<file path="config.mk">
export PLATFORM = sky130hd
export DESIGN_NAME = ip_psram_arbiter_flat
export DESIGN_NICKNAME = d
export VERILOG_FILES = /design/src/rtl/ip_psram_arbiter_if.sv /design/src/rtl/ip_psram_arbiter.sv /design/src/flat_wrapper.sv
export SDC_FILE = /design/constraint.sdc
export NUM_CORES = 1
export LEC_CHECK = 0
export BUFFER_PORTS_ARGS = -buffer_cell sky130_fd_sc_hd__buf_2
export CAP_MARGIN = 40
export CORE_MARGIN = 3
export CORE_UTILIZATION = 46
export DETAILED_ROUTE_END_ITERATION = 10
export GPL_TIMING_DRIVEN = 0
export PLACE_DENSITY = 0.75
export SYNTH_ARGS = -nofsm -noshare
export SYNTH_HDL_FRONTEND = slang
export SYNTH_SLANG_ARGS = --single-unit
</file>
<file path="constraint.sdc">
create_clock -name clk -period 1.6 [get_ports clk]
set_clock_uncertainty 0.15 [all_clocks]
set_input_delay 0.32 -clock clk [delete_from_list [all_inputs] [get_ports clk]]
set_output_delay 0.32 -clock clk [all_outputs]
set_load 0.01 [all_outputs]
</file>
<file path="src/rtl/ip_psram_arbiter_if.sv">
// Single-byte request/response port between one client and the PSRAM arbiter.
// The client drives the master side and the arbiter implements the slave side.
interface ip_psram_arbiter_if #(
  parameter int ADDR_W = 22
);
  logic              rd;
  logic              wr;
  logic [ADDR_W-1:0] address;
  logic [7:0]        wdata;
  logic              ready;
  logic [7:0]        rdata;
  logic              rdata_en;

  modport master (output rd, wr, address, wdata, input ready, rdata, rdata_en);
  modport slave  (input rd, wr, address, wdata, output ready, rdata, rdata_en);
endinterface

</file>
<file path="src/rtl/ip_psram_arbiter.sv">
// Two-client round-robin arbiter with one-entry holding slots in front of a
// single-operation PSRAM controller port; read data is routed back to its issuer.
module ip_psram_arbiter #(
  parameter int ADDR_W = 22
) (
  input  logic              clk,
  input  logic              n_reset,
  input  logic              initial_busy,
  ip_psram_arbiter_if.slave a,
  ip_psram_arbiter_if.slave b,
  output logic              rd,
  output logic              wr,
  output logic [ADDR_W-1:0] address,
  output logic [7:0]        wdata,
  input  logic              busy,
  input  logic [7:0]        rdata,
  input  logic              rdata_en
);

  typedef enum logic [1:0] {IDLE, GUARD, WAIT_DONE} state_t;

  typedef struct packed {
    logic              full;
    logic              is_wr;
    logic [ADDR_W-1:0] addr;
    logic [7:0]        data;
  } slot_t;

  state_t state, state_nx;
  slot_t  slot_a, slot_b, sel;
  logic   last_b;   // last grant went to client B
  logic   own_b;    // owner of the operation in flight
  logic   own_wr;   // kind of the operation in flight
  logic   issue, grant_b, done_rd;

  // Capture only into an empty slot; a slot granted this cycle is drained.
  function automatic slot_t slot_update(input slot_t cur, input logic req_rd,
                                        input logic req_wr,
                                        input logic [ADDR_W-1:0] addr,
                                        input logic [7:0] data, input logic take);
    slot_t nx;
    nx = cur;
    if (!cur.full) begin
      if (req_rd || req_wr) begin
        nx.full  = 1'b1;
        nx.is_wr = req_wr;
        nx.addr  = addr;
        nx.data  = req_wr ? data : 8'h00;
      end
    end else if (take) begin
      nx.full = 1'b0;
    end
    return nx;
  endfunction

  assign a.ready = !slot_a.full;
  assign b.ready = !slot_b.full;
  assign sel     = grant_b ? slot_b : slot_a;

  always_ff @(posedge clk) begin
    if (!n_reset) state <= IDLE;
    else          state <= state_nx;
  end

  always_comb begin
    // NOTE: every comb output gets a default first so no path infers a latch.
    state_nx = state;
    case (state)
      IDLE:      if (issue) state_nx = GUARD;
      GUARD:     state_nx = WAIT_DONE;
      WAIT_DONE: if (own_wr ? !busy : rdata_en) state_nx = IDLE;
      default:   state_nx = IDLE;
    endcase
  end

  always_comb begin
    issue   = 1'b0;
    grant_b = 1'b0;
    done_rd = 1'b0;
    case (state)
      IDLE: begin
        if ((slot_a.full || slot_b.full) && !busy && !initial_busy) begin
          issue   = 1'b1;
          grant_b = slot_b.full && (!slot_a.full || !last_b);
        end
      end
      WAIT_DONE: done_rd = !own_wr && rdata_en;
      default: ;
    endcase
  end

  // NOTE: all registered state uses non-blocking assignment so every reader sees pre-edge values.
  always_ff @(posedge clk) begin
    if (!n_reset) begin
      rd         <= 1'b0;
      wr         <= 1'b0;
      address    <= '0;
      wdata      <= '0;
      own_b      <= 1'b0;
      own_wr     <= 1'b0;
      last_b     <= 1'b1;
      slot_a     <= '0;
      slot_b     <= '0;
      a.rdata    <= '0;
      b.rdata    <= '0;
      a.rdata_en <= 1'b0;
      b.rdata_en <= 1'b0;
    end else begin
      rd         <= 1'b0;
      wr         <= 1'b0;
      a.rdata_en <= 1'b0;
      b.rdata_en <= 1'b0;
      if (issue) begin
        rd      <= !sel.is_wr;
        wr      <= sel.is_wr;
        address <= sel.addr;
        wdata   <= sel.data;
        own_b   <= grant_b;
        own_wr  <= sel.is_wr;
        last_b  <= grant_b;
      end
      if (done_rd) begin
        if (own_b) begin
          b.rdata    <= rdata;
          b.rdata_en <= 1'b1;
        end else begin
          a.rdata    <= rdata;
          a.rdata_en <= 1'b1;
        end
      end
      slot_a <= slot_update(slot_a, a.rd, a.wr, a.address, a.wdata, issue && !grant_b);
      slot_b <= slot_update(slot_b, b.rd, b.wr, b.address, b.wdata, issue && grant_b);
    end
  end

endmodule

</file>
<file path="src/flat_wrapper.sv">
// flat-port wrapper written by rule: the top's interface ports become plain ports
module ip_psram_arbiter_flat 
#(
  parameter int ADDR_W = 22
)
  (clk, n_reset, initial_busy, rd, wr, address, wdata, busy, rdata, rdata_en, a_rd, a_wr, a_address, a_wdata, a_ready, a_rdata, a_rdata_en, b_rd, b_wr, b_address, b_wdata, b_ready, b_rdata, b_rdata_en);
  ip_psram_arbiter_if #(.ADDR_W(ADDR_W)) a_i ();
  ip_psram_arbiter_if #(.ADDR_W(ADDR_W)) b_i ();
  input  logic clk;
  input  logic n_reset;
  input  logic initial_busy;
  output logic rd;
  output logic wr;
  output logic [ADDR_W-1:0] address;
  output logic [7:0] wdata;
  input  logic busy;
  input  logic [7:0] rdata;
  input  logic rdata_en;
  input wire logic [$bits(a_i.rd)-1:0] a_rd;
  input wire logic [$bits(a_i.wr)-1:0] a_wr;
  input wire logic [$bits(a_i.address)-1:0] a_address;
  input wire logic [$bits(a_i.wdata)-1:0] a_wdata;
  output wire logic [$bits(a_i.ready)-1:0] a_ready;
  output wire logic [$bits(a_i.rdata)-1:0] a_rdata;
  output wire logic [$bits(a_i.rdata_en)-1:0] a_rdata_en;
  input wire logic [$bits(b_i.rd)-1:0] b_rd;
  input wire logic [$bits(b_i.wr)-1:0] b_wr;
  input wire logic [$bits(b_i.address)-1:0] b_address;
  input wire logic [$bits(b_i.wdata)-1:0] b_wdata;
  output wire logic [$bits(b_i.ready)-1:0] b_ready;
  output wire logic [$bits(b_i.rdata)-1:0] b_rdata;
  output wire logic [$bits(b_i.rdata_en)-1:0] b_rdata_en;
  assign a_i.rd = a_rd;
  assign a_i.wr = a_wr;
  assign a_i.address = a_address;
  assign a_i.wdata = a_wdata;
  assign a_ready = a_i.ready;
  assign a_rdata = a_i.rdata;
  assign a_rdata_en = a_i.rdata_en;
  assign b_i.rd = b_rd;
  assign b_i.wr = b_wr;
  assign b_i.address = b_address;
  assign b_i.wdata = b_wdata;
  assign b_ready = b_i.ready;
  assign b_rdata = b_i.rdata;
  assign b_rdata_en = b_i.rdata_en;
  ip_psram_arbiter #(.ADDR_W(ADDR_W)) u_core (.clk(clk), .n_reset(n_reset), .initial_busy(initial_busy), .a(a_i), .b(b_i), .rd(rd), .wr(wr), .address(address), .wdata(wdata), .busy(busy), .rdata(rdata), .rdata_en(rdata_en));
endmodule
</file>
==> impl_metrics.env <==
export IMPL_fin_hold_ws_ns=-0.00967
export IMPL_status="finished with violations"
export IMPL_io_pins=129
export IMPL_worst_slack_ns=-0.136
export IMPL_htreeDepth=4
export IMPL_die_h_um=105
export IMPL_routed_wl_mm=16.5
export IMPL_drtIter0Drc=401
export IMPL_r2r_start="u_core.state[0]"
export IMPL_holdPathEnd="u_core.state[0]"
export IMPL_fin_area_um2=7050
export IMPL_gr_usage_all_layers=0.293
export IMPL_syn_inst=497
export IMPL_yosysUniqueCellTypes=30
export IMPL_top_layer="met5"
export IMPL_core_um2=9370
export IMPL_rows=35
export IMPL_dp_hpwl_mm=9.59
export IMPL_nets=800
export IMPL_die_w_um=105
export IMPL_startpoint_type="flip-flop"
export IMPL_crit_fanout=6
export IMPL_whs_path_depth=3
export IMPL_crit_path_end_kind="flip-flop"
export IMPL_fmax_mhz=576
export IMPL_antenna_left=0
export IMPL_met2_length_mm=8.44
export IMPL_min_period_ns=1.74
export IMPL_path_buf_inv=2
export IMPL_antenna_found_initial=2
export IMPL_drive_gt1_frac=0.335
export IMPL_synth_area_um2=4510
export IMPL_r2r_slack_ns=-0.14
export IMPL_initial_utilization=0.482
export IMPL_required_ns=1.91
export IMPL_p_leak_nw=3.06
export IMPL_drc=0
export IMPL_setup_viol=36
export IMPL_synthTopCellsByArea="dfxtp_1, a21oi_1, nand2_1"
export IMPL_cts_made_buffers=17
export IMPL_syn_nets=574
export IMPL_slew_headroom=0.485
export IMPL_synth_top_area_share=0.528
export IMPL_finalHoldViolations=1
export IMPL_crit_type="flip-flop to flip-flop"
export IMPL_grt_pass1_wl_mm=25.5
export IMPL_grt_max_degree=17
export IMPL_critPathSlowestCell="or4_4"
export IMPL_route_vias_total=5011
export IMPL_arrival_ns=2.05
export IMPL_yosys_warnings=0
export IMPL_root_buffer="clkbuf_8"
export IMPL_io_buffer_count=127
export IMPL_gp_congestion=0.809
export IMPL_cts_hold_buffers=70
export IMPL_power_density_nw_per_um2=1180
export IMPL_cp_top_family="simple AND/OR/NAND/NOR gates"
export IMPL_fill_cells=670
export IMPL_clkSinkCount=119
export IMPL_path_clk_slew_ns=0.06
export IMPL_final_util=0.752
export IMPL_dieArea_um2=11000
export IMPL_r2r_end="u_core.address[0]"
export IMPL_finalSetupTns_ns=-3.29
export IMPL_ys_seq_elements=119
export IMPL_violations="negative hold slack, negative setup slack"
export IMPL_wl_per_cell_um=19.1
export IMPL_worstSkewPairLatency_ns=0.51
export IMPL_cpPeakStageDelay_ns=0.54
export IMPL_hp_class="input port to flip-flop"
export IMPL_peakVddDrop_mv=0.682
export IMPL_reg2reg_depth=5
export IMPL_overflow=0
export IMPL_crit_path_cell_trace="or4_4, nor2_4, buf_12, clkbuf_16, o221a_4"
export IMPL_synth_area_per_cell_um2=9.08
export IMPL_synth_top_area_cell="dfxtp_1"
export IMPL_wl_met1_mm=6.12
export IMPL_min_from="initial_busy"
export IMPL_finalCritPeriodShare=1.09
export IMPL_place_area_um2=5500
export IMPL_ys_seq_area_frac=0.528
export IMPL_maxCapViolCount=0
export IMPL_worst_pin_slew_ns=0.773
export IMPL_area_growth_pct=56.2
export IMPL_cts_tree="yes"
export IMPL_cts_buffer_depth=2
export IMPL_wl_met3_mm=1.37
export IMPL_vias_per_cell=5.79
export IMPL_slew_violations=0
export IMPL_first_pass_iters=5
export IMPL_grt_pass1_vias=5135
export IMPL_rsz0062_at_grt="true"
==> worst register-to-register path: stages (launching register included) <==
cell,delay (ns)
dfxtp_2,0.34
or4_4,0.54
nor2_4,0.17
buf_12,0.16
clkbuf_16,0.15
o221a_4,0.17
==> synthesized netlist by cell type <==
| cell | n |
|---|---|
| nand3_1 | 33 |
| a211oi_1 | 1 |
| nor2_1 | 3 |
| o21ba_2 | 3 |
| nor2b_1 | 2 |
| o221a_2 | 30 |
| nor2_4 | 1 |
| a21oi_1 | 79 |
| nand4b_1 | 1 |
| nor4bb_1 | 1 |
| or3_4 | 1 |
| nand2_1 | 104 |
| nor3_1 | 3 |
| nand4bb_1 | 1 |
| a21bo_1 | 1 |
| dfxtp_1 | 119 |
| o21bai_1 | 2 |
| clkbuf_1 | 41 |
| inv_1 | 3 |
| mux2i_1 | 3 |
| o32a_1 | 30 |
| nand2b_1 | 3 |
| buf_1 | 4 |
| a21boi_0 | 1 |
| buf_4 | 4 |
| or4_1 | 1 |
| o21ai_0 | 19 |
| clkinv_1 | 1 |
| o311a_1 | 1 |
| and2_1 | 1 |
==> registers in the layout, summed over array words and instances (netlist names) <==
| signal | cells |
|---|---|
| u_core.wr | 1 |
| u_core.b.rdata_en | 1 |
| u_core.a.rdata | 8 |
| u_core.rd | 1 |
| u_core.slot_b | 32 |
| u_core.b.rdata | 8 |
| u_core.last_b | 1 |
| u_core.address | 22 |
| u_core.wdata | 8 |
| u_core.a.rdata_en | 1 |
| u_core.own_b | 1 |
| u_core.slot_a | 32 |
| u_core.state | 2 |
| u_core.own_wr | 1 |
==> metal layers <==
layer | global-route usage | vias to the layer above
li1 | - | 2262
met1 | 0.315 | 2389
met2 | 0.514 | 288
met3 | 0.0908 | 70
met4 | 0.153 | 2
met5 | 0 | -
==> power by group <==
| group | switching (mW) | internal (mW) |
|---|---|---|
| clock network | 1.31 | 2.52 |
| registers | 0.124 | 3.14 |
| logic | 0.639 | 0.621 |
==> worst max-delay path by stage <==
stage	startpoint	endpoint	slack, ns	cells after the start
finish	u_core.state[0]	u_core.address[0]	-0.14	5
global route	u_core.state[0]	u_core.address[0]	-0.16	5
CTS	u_core.state[0]	u_core.address[7]	-0.10	5
detailed placement	a_wr	u_core.slot_a[28]	-0.48	6
global placement	a_wr	u_core.slot_a[28]	-0.44	6
floorplan	initial_busy	u_core.slot_b[31]	-0.12	4
==> area by class of cell <==
type,count,area [um2],area share
Sequential cell,119,2390,0.339
Clock buffer,23,477,0.0676
Clock inverter,8,120,0.0170
Tap cell,129,161,0.0229
Multi-Input combinational cell,326,2110,0.299
Inverter,4,22.5,0.00319
Antenna cell,1,2.50,0.000355
Buffer,46,278,0.0394
Timing Repair Buffer,209,1490,0.211
==> through the flow <==
step | setup slack, ns | instances | total power [mW]
2_1_floorplan | -0.120 | 497 | 3.93
3_3_place_gp | -0.438 | 753 | 4.26
3_5_place_dp | -0.484 | 753 | 4.29
4_1_cts | -0.105 | 861 | 8.30
5_1_grt | -0.158 | 865 | 8.61
6_report | -0.136 | 865 | 8.36
==> cell families (layout without fill, tap and decap cells) <==
kind of cell,Yosys count,count (layout),synth area share
mux,3,3,0.00665
other cells,0,1,0
flops,119,119,0.528
compound gates,167,167,0.268
buf+inv,53,290,0.0474
simple gates,155,156,0.150
==> what timing repair did <==
item,4_1_cts,5_1_grt
pin swaps,2,0
endpoints found under the setup margin,60,96
buffers inserted,7,3
endpoints found under the hold margin,79,1
cloned,2,1
gates resized for setup,39,29
==> layout by cell type, fill, tap and decap left out, types with 3 or more instances in the layout <==
cell type	Yosys	layout
buf_2	0	129
nand2_1	104	104
o21ba_2	3	3
clkbuf_8	0	8
dfxtp_1	119	116
clkinv_2	0	3
a21oi_1	79	78
o21ai_0	19	18
o221a_2	30	12
buf_4	4	9
bufinv_16	0	3
nand2b_1	3	3
nand3_1	33	33
clkbuf_2	0	19
o32a_1	30	30
dlygate4sd3_1	0	70
mux2i_1	3	3
clkbuf_16	0	17
clkbuf_1	41	15
o221a_4	0	18
Note: power is estimated with default switching activity, not from simulation.
